[src/rtl/lane_symbol_aligner.sv]
// Per-lane receive symbol aligner.
// Finds 10-bit symbol boundaries in a recovered serial bit stream by locking onto the
// K28.5 comma (COM). Once LOCK_COMMAS boundary-aligned commas have been seen, each
// further boundary emits one aligned symbol towards the 8b10b decoder.
//
// Ports:
//   clk_i            bit clock
//   rst_i            asynchronous reset, active-low
//   enable_i         lane enable; low forces the unlocked state and suppresses output
//   bit_i            received serial bit, first-transmitted bit ('a') first
//   bit_valid_i      bit_i qualifier; bits are consumed only when high
//   symbol_o         aligned symbol, [0] = first received bit
//   symbol_valid_o   one-cycle pulse per emitted symbol
//   symbol_is_com_o  symbol_o is a COM (either disparity); qualified by symbol_valid_o
//   aligned_o        lane locked
//   realign_count_o  saturating count of lock losses
module lane_symbol_aligner #(
  parameter int unsigned LOCK_COMMAS = 4,
  parameter logic [9:0]  COM_RDN     = 10'h17C,
  parameter logic [9:0]  COM_RDP     = 10'h283
) (
  input  logic       clk_i,
  input  logic       rst_i,
  input  logic       enable_i,
  input  logic       bit_i,
  input  logic       bit_valid_i,
  output logic [9:0] symbol_o,
  output logic       symbol_valid_o,
  output logic       symbol_is_com_o,
  output logic       aligned_o,
  output logic [7:0] realign_count_o
);

  typedef enum logic [1:0] {StUnlocked, StLocking, StLocked} state_e;

  state_e     state_q, state_d;
  logic [9:0] sr_q, sr_d;
  logic [3:0] cnt_q, cnt_d;
  logic [3:0] good_q, good_d;
  logic [9:0] symbol_q, symbol_d;
  logic       symbol_valid_d;
  logic       symbol_is_com_q, symbol_is_com_d;
  logic       aligned_q, aligned_d;
  logic [7:0] realign_q, realign_d;

  logic       match;
  logic       boundary;
  logic [3:0] cnt_inc;
  logic [4:0] good_inc;

  always_comb begin
    sr_d            = sr_q;
    cnt_d           = cnt_q;
    good_d          = good_q;
    state_d         = state_q;
    symbol_d        = symbol_q;
    symbol_valid_d  = 1'b0;
    symbol_is_com_d = symbol_is_com_q;
    realign_d       = realign_q;

    if (bit_valid_i) begin
      sr_d = {bit_i, sr_q[9:1]};
    end
    // Comma detection looks at the window that includes the bit arriving this cycle.
    match    = bit_valid_i && ((sr_d == COM_RDN) || (sr_d == COM_RDP));
    boundary = bit_valid_i && (cnt_q == 4'd9);
    cnt_inc  = (cnt_q == 4'd9) ? 4'd0 : cnt_q + 4'd1;
    good_inc = {1'b0, good_q} + 5'd1;

    if (!enable_i) begin
      state_d = StUnlocked;
      cnt_d   = 4'd0;
      good_d  = 4'd0;
    end else if (bit_valid_i) begin
      case (state_q)
        StUnlocked: begin
          cnt_d = 4'd0;
          if (match) begin
            good_d  = 4'd1;
            state_d = (LOCK_COMMAS <= 1) ? StLocked : StLocking;
          end
        end
        StLocking: begin
          cnt_d = cnt_inc;
          if (boundary) begin
            if (match) begin
              good_d = good_inc[3:0];
              // >= so that a single-comma lock can also recover after a slip.
              if (good_inc >= 5'(LOCK_COMMAS)) begin
                state_d = StLocked;
              end
            end
          end else if (match) begin
            // Comma off the current grid: re-anchor on it.
            cnt_d  = 4'd0;
            good_d = 4'd1;
          end
        end
        StLocked: begin
          cnt_d = cnt_inc;
          if (boundary) begin
            symbol_d        = sr_d;
            symbol_valid_d  = 1'b1;
            symbol_is_com_d = match;
          end else if (match) begin
            cnt_d   = 4'd0;
            good_d  = 4'd1;
            state_d = StLocking;
            if (realign_q != 8'hFF) begin
              realign_d = realign_q + 8'd1;
            end
          end
        end
        default: begin
          state_d = StUnlocked;
          cnt_d   = 4'd0;
          good_d  = 4'd0;
        end
      endcase
    end

    aligned_d = (state_d == StLocked);
  end

  always_ff @(posedge clk_i or negedge rst_i) begin
    if (!rst_i) begin
      state_q         <= StUnlocked;
      sr_q            <= 10'd0;
      cnt_q           <= 4'd0;
      good_q          <= 4'd0;
      symbol_q        <= 10'd0;
      symbol_valid_o  <= 1'b0;
      symbol_is_com_q <= 1'b0;
      aligned_q       <= 1'b0;
      realign_q       <= 8'd0;
    end else begin
      state_q         <= state_d;
      sr_q            <= sr_d;
      cnt_q           <= cnt_d;
      good_q          <= good_d;
      symbol_q        <= symbol_d;
      symbol_valid_o  <= symbol_valid_d;
      symbol_is_com_q <= symbol_is_com_d;
      aligned_q       <= aligned_d;
      realign_q       <= realign_d;
    end
  end

  assign symbol_o        = symbol_q;
  assign symbol_is_com_o = symbol_is_com_q;
  assign aligned_o       = aligned_q;
  assign realign_count_o = realign_q;

endmodule
[config.mk]
export PLATFORM = sky130hd
export DESIGN_NAME = lane_symbol_aligner
export DESIGN_NICKNAME = d
export VERILOG_FILES = /design/src/rtl/lane_symbol_aligner.sv
export SDC_FILE = /design/constraint.sdc
export NUM_CORES = 1
export LEC_CHECK = 0
export CAP_MARGIN = 20
export CORE_AREA = 2 2 62 64
export CTS_BUF_LIST = sky130_fd_sc_hd__clkbuf_8 sky130_fd_sc_hd__clkbuf_16
export CTS_CLUSTER_DIAMETER = 120
export CTS_CLUSTER_SIZE = 12
export DETAILED_ROUTE_END_ITERATION = 6
export DIE_AREA = 0 0 64 66
export GPL_TIMING_DRIVEN = 0
export PLACE_DENSITY = 0.83
export SYNTH_ARGS = -nofsm -noshare
export SYNTH_HDL_FRONTEND = slang
export SYNTH_SLANG_ARGS = --single-unit
[constraint.sdc]
create_clock -name clk_i -period 6.5 [get_ports clk_i]
set_input_delay 0.65 -clock clk_i [delete_from_list [all_inputs] [get_ports clk_i]]
set_output_delay 0.65 -clock clk_i [all_outputs]
set_load 0.02 [all_outputs]
# After elaboration in Yosys (flattened, before gate mapping)
# Index checks and enable logic that the tools add are counted.
# totals
ff_bits,41
in_bits,5
word_cells,58
# classes
n_addsub,3
order_cmp,1
n_eq_ne,10
n_mux,26
n_bitwise,1
n_reduce_logical,8
# ops
cell,count
$mux W4,12
$mux W2,7
$pmux W4 S3,1
$eq A10 B10 Y1 const B,1
$eq A10 B9 Y1 const B,1
$mux W10,1
$add A8 B1 Y8 const B,1
$ne A8 B8 Y1 const B,1
$pmux W2 S3,1
$reduce_and A6 Y1,1
$add A4 B1 Y5 const B,1
$ge A5 B3 Y1 const B,1
$add A4 B1 Y4 const B,1
$eq A2 B2 Y1 const B,2
$eq A4 B4 Y1 const B,1
$mux W1,4
$ne A4 B4 Y1 const B,1
$reduce_and A4 Y1,1
$ne A3 B3 Y1 const B,1
$reduce_and A3 Y1,1
$eq A2 B1 Y1 const B,1
$logic_and A1 B1 Y1,2
$logic_not A2 Y1,1
$ne A2 B1 Y1 const B,1
other kinds (3),3

# Logic depth before layout (Yosys ltp)
# Gate-level depths: netlist of the first run.
# depth
ltp_word,10
ltp_mapped,9
depth_no_buf,8

# Worst setup path after synthesis of the first run
# OpenSTA, ideal clock, no wires.
# synth_timing
path_type,input-to-reg
from,input bit_valid_i
to,register realign_q[1] (netlist: realign_count_o[1])
setup_ns,0.125
arrival_ns,2.679
slack_ns,3.696
cell_stages,6
cell_sequence,buf_2 > or4b_1 > a2111oi_1 > mux2i_1 > nor4_4 > mux2_2
# synth_via
elab_chain_cells,5
elab_cells_between_ends,8
classes_between,eq/ne (2); mux (1); bitwise (1); reduce/logical (4)
# synth_rtl
item,line_no,source
from (decl),26,"input logic bit_valid_i,"
$mux W10,61,if (bit_valid_i) begin
$eq A10 B9 Y1 / $eq A10 B10 Y1 (equally long branches),65,match = bit_valid_i && ((sr_d == COM_RDN) || (sr_d == COM_RDP));
$logic_or A1 B1 Y1,65,
$logic_and A1 B1 Y1,65,
$reduce_and A6 Y1 (no source line) *,-,
to (signal assigned),145,realign_q <= realign_d;
to (decl),44,"logic [7:0] realign_q, realign_d;"
# Mark *: on every way between the ends. The rest lies on a longest branch, timed or not.
# A chain may end at the register's enable or synchronous reset.

# Final worst setup path of the first run
# layout_timing
from,input enable_i
to,register symbol_q[6] (netlist: symbol_o[6])
# layout_via
elab_chain_cells,1
# layout_rtl
item,line_no,source
from (decl),24,"input logic enable_i,"
$reduce_and A4 Y1 (no source line),-,
to (signal assigned),141,symbol_q <= symbol_d;
to (decl),40,"logic [9:0] symbol_q, symbol_d;"
# No other way between the ends.

==> results of run 1 <==
==> cells in the mapped netlist, types with 2 or more instances <==
master / count
o21ai_0: 6
nand4_1: 6
nor3_1: 3
a21o_1: 2
and3b_1: 2
clkbuf_1: 4
o22ai_1: 3
nor2_1: 9
nand4b_1: 2
and3_1: 4
inv_1: 8
nand2_1: 13
or4bb_1: 2
dfrtp_1: 41
a22o_1: 2
mux2_2: 17
xnor2_1: 6
buf_2: 2
nand3b_1: 2
ha_1: 9
nand3_1: 9
a21oi_1: 9
or3_1: 2
mux2i_1: 4
==> critical path: stages <==
cell and delay (ns):
clkdlybuf4s50_1 0.48, clkbuf_1 0.35, nand3_1 0.23, nor2_1 0.51, clkbuf_1 0.42, mux2_2 0.38
==> where the power goes <==
| group | switching, uW | total (uW) | internal [uW] |
|---|---|---|---|
| clock network | 87.4 | 161 | 74.0 |
| registers | 19.1 | 293 | 274 |
| logic | 24.1 | 49.0 | 24.9 |
| total | 131 | 504 | 373 |
==> worst paths after layout <==
check,startpoint,endpoint,slack [ns],cells past startpoint
worst max-delay path,enable_i,symbol_o[6],3.67,6
worst min-delay path,rst_i,realign_count_o[7],0.47,1
worst max register to register,sr_q[3],good_q[3],3.80,7
worst min register to register,realign_count_o[5],realign_count_o[5],0.49,1
max in group asynchronous,rst_i,symbol_o[5],5.50,1
min in group clk_i,realign_count_o[5],realign_count_o[5],0.49,1
==> kinds of logic (layout without fill, tap and decap cells) <==
family,after synthesis,count (layout),share of synthesized area
multiplexers,21,21,0.1134
buffers and inverters,14,46,0.02698
flip-flops,41,41,0.5028
XOR/XNOR,7,7,0.03004
AND/OR/NAND/NOR,63,63,0.1815
adder cells (fa/ha/maj),9,9,0.05518
AO/OA/AOI/OAI,29,29,0.09014
==> layout make-up <==
type	instances	area [sq um]
Fill cell	272	1129
Sequential cell	41	1026
Multi-Input combinational cell	129	959.7
Timing Repair Buffer	24	235.2
Clock buffer	5	68.82
Tap cell	48	60.06
Inverter	8	30.03
Buffer	6	25.02
Clock inverter	3	17.52
==> sequential cells by signal (all words and copies together) (netlist names) <==
name,flops
cnt_q,4
sr_q,10
symbol_valid_o,1
symbol_o,10
good_q,4
symbol_is_com_o,1
aligned_o,1
state_q,2
realign_count_o,8
==> routing by layer <==
| metal | part of all wire | track usage | routed length (um) | up-vias |
|---|---|---|---|---|
| met5 | 0 | 0 | 0 | - |
| met2 | 0.53 | 0.3776 | 2155 | 53 |
| met1 | 0.41 | 0.2660 | 1666 | 767 |
| met4 | 0.018 | 0.1005 | 73 | 0 |
| met3 | 0.047 | 0.04600 | 192 | 7 |
| li1 | - | - | - | 725 |
==> through the flow <==
stage               power (uW)  utilization  cell area [sq um]  hold slack [ns]  instances
floorplan                326.9            -               2041           0.3544        184
global placement         342.5       0.6593               2341           0.4627        256
detailed placement       348.4       0.6579               2336           0.4810        256
CTS                      508.1       0.6822               2422           0.4942        264
global route             529.6       0.6822               2422           0.5200        264
finish                   503.9       0.6822               2422           0.4680        264
==> cells in the final DEF, fill, tap and decap left out, drive strengths merged, types with 2 or more instances in the layout <==
cell type,instances
xnor2,6
nand3,9
mux2i,4
nand4b,2
or4bb,2
a2111oi,2
nor3,3
ha,9
and3,4
clkdlybuf4s50,23
o22ai,3
nor2,9
nand4,6
clkinv,2
nand2,13
buf,3
a21oi,9
or4b,2
a22o,2
a21o,2
and3b,2
or3,2
o21ai,6
mux2,17
inv,8
nor4,2
clkbuf,9
dfrtp,41
nand3b,2
==> metrics.cfg, run 1 <==
[synthesis]
synthTopCellsByArea = dfrtp_1 50%, mux2_2 9.4%, ha_1 5.5%, xnor2_1 2.6%, nand2_1 2.4%
synth-edff-count = 0
ys_types = 41
avgSynthCellArea_sq_um = 11.09
synth-async-reset-ratio = 1.000
syn_inst = 184
yosysWarnings = 0
ys.flop_type = dfrtp_1
ys_seq_elements = 41
syn-num-nets = 198
netlist.area_leader.share = 0.5028
netlist_area_sq_um = 2041
ys_seq_area_frac = 0.5028
synth_largest_area_cell = dfrtp_1

[routing]
wl_per_cell_um = 15.48
antenna_left = 0
vias_per_cell = 5.879
vias = 1552
initialDrtViolationCount = 124
dr.pass1.iters = 5
routed_wl_um = 4087
drc_errors = 0

[worst_setup_path]
cp_data_arrival_time_ns = 3.02
worstPathMaxFanout = 10
crit_required_ns = 6.69
crit_path_start_kind = input pin
endpoint_kind = register
crit_type = input pin to register

[floorplan]
die-area_sq_um = 4224
core-area_sq_um = 3551
num_io_pins = 26
die_y_um = 66
start_util = 0.5747
num_rows = 22
die_w_um = 64

[global_route]
grt_pass1_vias = 1595
grt_start_max_net_pins = 42
grt_pass1_wl_um = 7203
track_usage = 0.2200
gr-total-overflow = 0
antenna_found_initial = 0

[clock_tree]
cts-root-buf = clkbuf_8
clk_pin_slew_ns = 0.08
cts.htree.levels = 2
insertion_delay_ns = 0.29
cts_resized = 0
ctsHoldBuffers = 0
cts_buffers = 5
clock_path_buffers = 2
tritoncts = yes
cts_setup_buffers = 0
cts_num_sinks = 41

[timing]
fin_worst_skew_ns = 0.005358
period_share = 0.4361
hold_violations = 0
grt_setup_unrepaired = false
slew_viol_final = 0
setup_violations = 0
timing.fmax_ghz = 0.3528
timing.setup.tns_ns = 0
relSlewSlack = 0.4228
tightest_slew_ns = 0.8657
period_minus_slack_ns = 2.835
fin_ws_ns = 3.665

[min_path]
hold_class = input pin to asynchronous set/reset pin

[power_and_ir_drop]
powerDensity_nw_per_um2 = 208.0
power_leakage_uw = 0.001107
peakVddDrop_mv = 0.1482

[place]
place_hpwl_um = 2955
place_ws_ns = 3.365
port_buffers = 24
gp_congestion = 0.8641

[status]
status = completed

[final_layout]
finalNetCount = 229
drive_gt1_frac = 0.1435
areaGrowthSynthToFinish_pct = 18.70
antennaDiodeCount = 0

[run]
drv_cap = 0

(Power assumes the default switching activity.)
==> run 2: changes to the inputs <==
Settings changed: CORE_AREA 2 2 62 64 to 2 2 65 67, DIE_AREA 0 0 64 66 to 0 0 67 69, PLACE_DENSITY 0.83 to 0.76.
Clock period 6.5 ns to 2.7 ns, I/O delays scaled along.
==> run 2 against run 1 <==
Against the previous run: design area is 2.2% higher; die area is 9.4% higher; utilization shrank 5.0 points; sequential power rose by 140%; sequential share of layout area shrank 0.90 points; register-to-register slack worse by 3.7 ns; clock power increased to 3.0 times the previous value; clock skew rose by 0.0025 ns; total power rose to 2.6 times the previous value; combinational power rose to 2.5 times the previous value; via count down 1.2%; hold slack worse by 0.38 ns; largest power group unchanged.
==> metrics.cfg, run 2 (synthesis gave the netlist of run 1 again) <==
[worst_setup_path]
crit_required_ns = 2.88
crit_path_start_kind = register
worst-path-buf-inv = 1
rr_endpoint = cnt_q[3]
worst-path-stages = 7
reg2reg_depth = 7
r2r-start = sr_q[0]
crit_family = simple AND/OR/NAND/NOR gates
cp_data_arrival_time_ns = 2.73
critPathMaxStageDelay_ns = 0.51
crit_type = register to register
r2r_slack_ns = 0.15
worstPathMaxFanout = 10
endpoint_kind = register
worstPathCellList = or4b_1, a2111oi_1, mux2i_1, buf_2, nand3_1, nor3_1, a211o_1
crit_slowest_cell = or4b_1

[global_route]
track_usage = 0.2033
gr-total-overflow = 0
busiest_layer = met2
grt_start_max_net_pins = 42
grt_pass1_wl_um = 7210
met1_usage = 0.2665
met2_usage = 0.3102
grtUsageMet3 = 0.05873
antenna_found_initial = 0
grt_pass1_vias = 1552

[routing]
drc_errors = 0
initialDrtViolationCount = 78
vias = 1533
vias_per_cell = 5.742
wl_per_cell_um = 15.48
routed_wl_um = 4132
dr.pass1.iters = 4
antenna_left = 0

[final_layout]
finalNetCount = 230
fillers = 331
fin_area_sq_um = 2475
antennaDiodeCount = 0
final_common_cell = dfrtp_1
areaGrowthSynthToFinish_pct = 21.28
layout_common_cells = 41 x dfrtp_1, 23 x clkdlybuf4s50_1, 17 x mux2_2
drive_gt1_frac = 0.1613

[power_and_ir_drop]
fin_total_pwr_uw = 1320
switchingPower_uw = 322.5
peakVddDrop_mv = 0.4936
power_leakage_uw = 0.001122
powerDensity_nw_per_um2 = 533.5
pwr-share-comb = 0.093
clkPwrFrac = 0.372
switching_share = 0.2443
p_int_uw = 997.8
power_frac_seq = 0.535

[place]
placed_cell_area_sq_um = 2338
place_hpwl_um = 3012
gp_congestion = 0.9244
port_buffers = 24

[floorplan]
num_rows = 23
core-area_sq_um = 3914
die_w_um = 67
die-area_sq_um = 4623
num_io_pins = 26
start_util = 0.5214
die_y_um = 69

[timing]
setup_violations = 0
fin_worst_skew_ns = 0.007842
tightest_slew_ns = 0.8814
hold_violations = 0
timing.fmax_ghz = 0.3914
period_minus_slack_ns = 2.555
period_share = 0.9462
grt_setup_unrepaired = false
relSlewSlack = 0.4124
slew_viol_final = 0

[clock_tree]
insertion_delay_ns = 0.30
tritoncts = yes
cts-root-buf = clkbuf_8
clock_path_buffers = 2
ctsHoldBuffers = 0
cts_buffers = 5
cts_num_sinks = 41
cts.htree.levels = 2
clk_pin_slew_ns = 0.08

[status]
status = completed

[run]
drv_cap = 0

[min_path]
hold_class = input pin to asynchronous set/reset pin

==> run 2: final cells by class <==
class | count | area (sq um) | share of cell area
Buffer | 6 | 25.02 | 0.01011
Timing Repair Buffer | 25 | 242.7 | 0.09808
Multi-Input combinational cell | 129 | 973.4 | 0.3933
Inverter | 8 | 30.03 | 0.01213
Clock inverter | 3 | 46.29 | 0.01871
Clock buffer | 5 | 68.82 | 0.02781
Tap cell | 50 | 62.56 | 0.02528
Sequential cell | 41 | 1026 | 0.4146
==> run 2: what timing repair did <==
action | in CTS | in global routing
endpoints found under the setup margin | 7 | 15
pin swaps | 1 | 0
resized for setup | 1 | 3
buffers inserted | 0 | 1
==> run 2: worst max-delay path by stage <==
stage / endpoint / slack, ns / startpoint
4_1_cts: realign_count_o[1] / 0.01 / sr_q[3]
2_1_floorplan: realign_count_o[1] / 0.27 / sr_q[3]
3_5_place_dp: realign_count_o[1] / -0.10 / sr_q[3]
3_3_place_gp: symbol_o[6] / 0.02 / enable_i
5_1_grt: good_q[2] / 0.04 / sr_q[3]
6_report: cnt_q[3] / 0.15 / sr_q[0]
==> run 2: layer usage <==
layer	wire length (um)	vias up
met5	0	-
met4	99	0
met3	209	11
met2	2053	56
met1	1769	736
li1	-	730
==> run 2: per-stage QoR <==
| stage | utilization | hold WS, ns | worst slack (ns) | setup TNS [ns] | instances |
|---|---|---|---|---|---|
| 2_1_floorplan | - | -0.02559 | 0.2654 | 0 | 184 |
| 6_report | 0.6324 | 0.08613 | 0.1452 | 0 | 267 |
| 3_5_place_dp | 0.5975 | 0.4408 | -0.1031 | -0.3389 | 258 |
| 5_1_grt | 0.6324 | 0.1480 | 0.04442 | 0 | 267 |
| 4_1_cts | 0.6282 | 0.1094 | 0.01231 | 0 | 266 |
| 3_3_place_gp | 0.5988 | 0.4651 | 0.02220 | 0 | 258 |
==> run 2: power by group through the flow <==
| stage | clock network, uW | registers [uW] | logic (uW) |
|---|---|---|---|
| after floorplan | 0 | 702 | 84.7 |
| after global placement | 0 | 712 | 113 |
| after detailed placement | 0 | 718 | 121 |
| after CTS | 504 | 705 | 121 |
| after global routing | 531 | 717 | 136 |
| final | 491 | 707 | 123 |
==> run 3: changes to the inputs <==
Settings changed: CORE_AREA 2 2 65 67 to 2 2 62 64, CTS_BUF_LIST sky130_fd_sc_hd__clkbuf_8 sky130_fd_sc_hd__clkbuf_16 to sky130_fd_sc_hd__clkbuf_8, DIE_AREA 0 0 67 69 to 0 0 64 66, PLACE_DENSITY 0.76 to 0.83.
Clock period 2.7 ns to 3.28 ns, I/O delays scaled along.
==> results of run 3 <==
The final DEF is identical to that of run 1. Status: completed.
Among the figures that moved: setup slack after placement 3.365 ns -> 0.4673 ns; setup slack after layout 3.665 ns -> 0.5837 ns; hold slack 0.4680 ns -> 0.1460 ns; start point of the critical path enable_i -> sr_q[3]; end point of the critical path symbol_o[6] -> good_q[3]; register-to-register setup slack 3.80 ns -> 0.58 ns; total power 503.9 uW -> 998.6 uW; worst IR drop on VDD 0.1482 mV -> 0.2937 mV
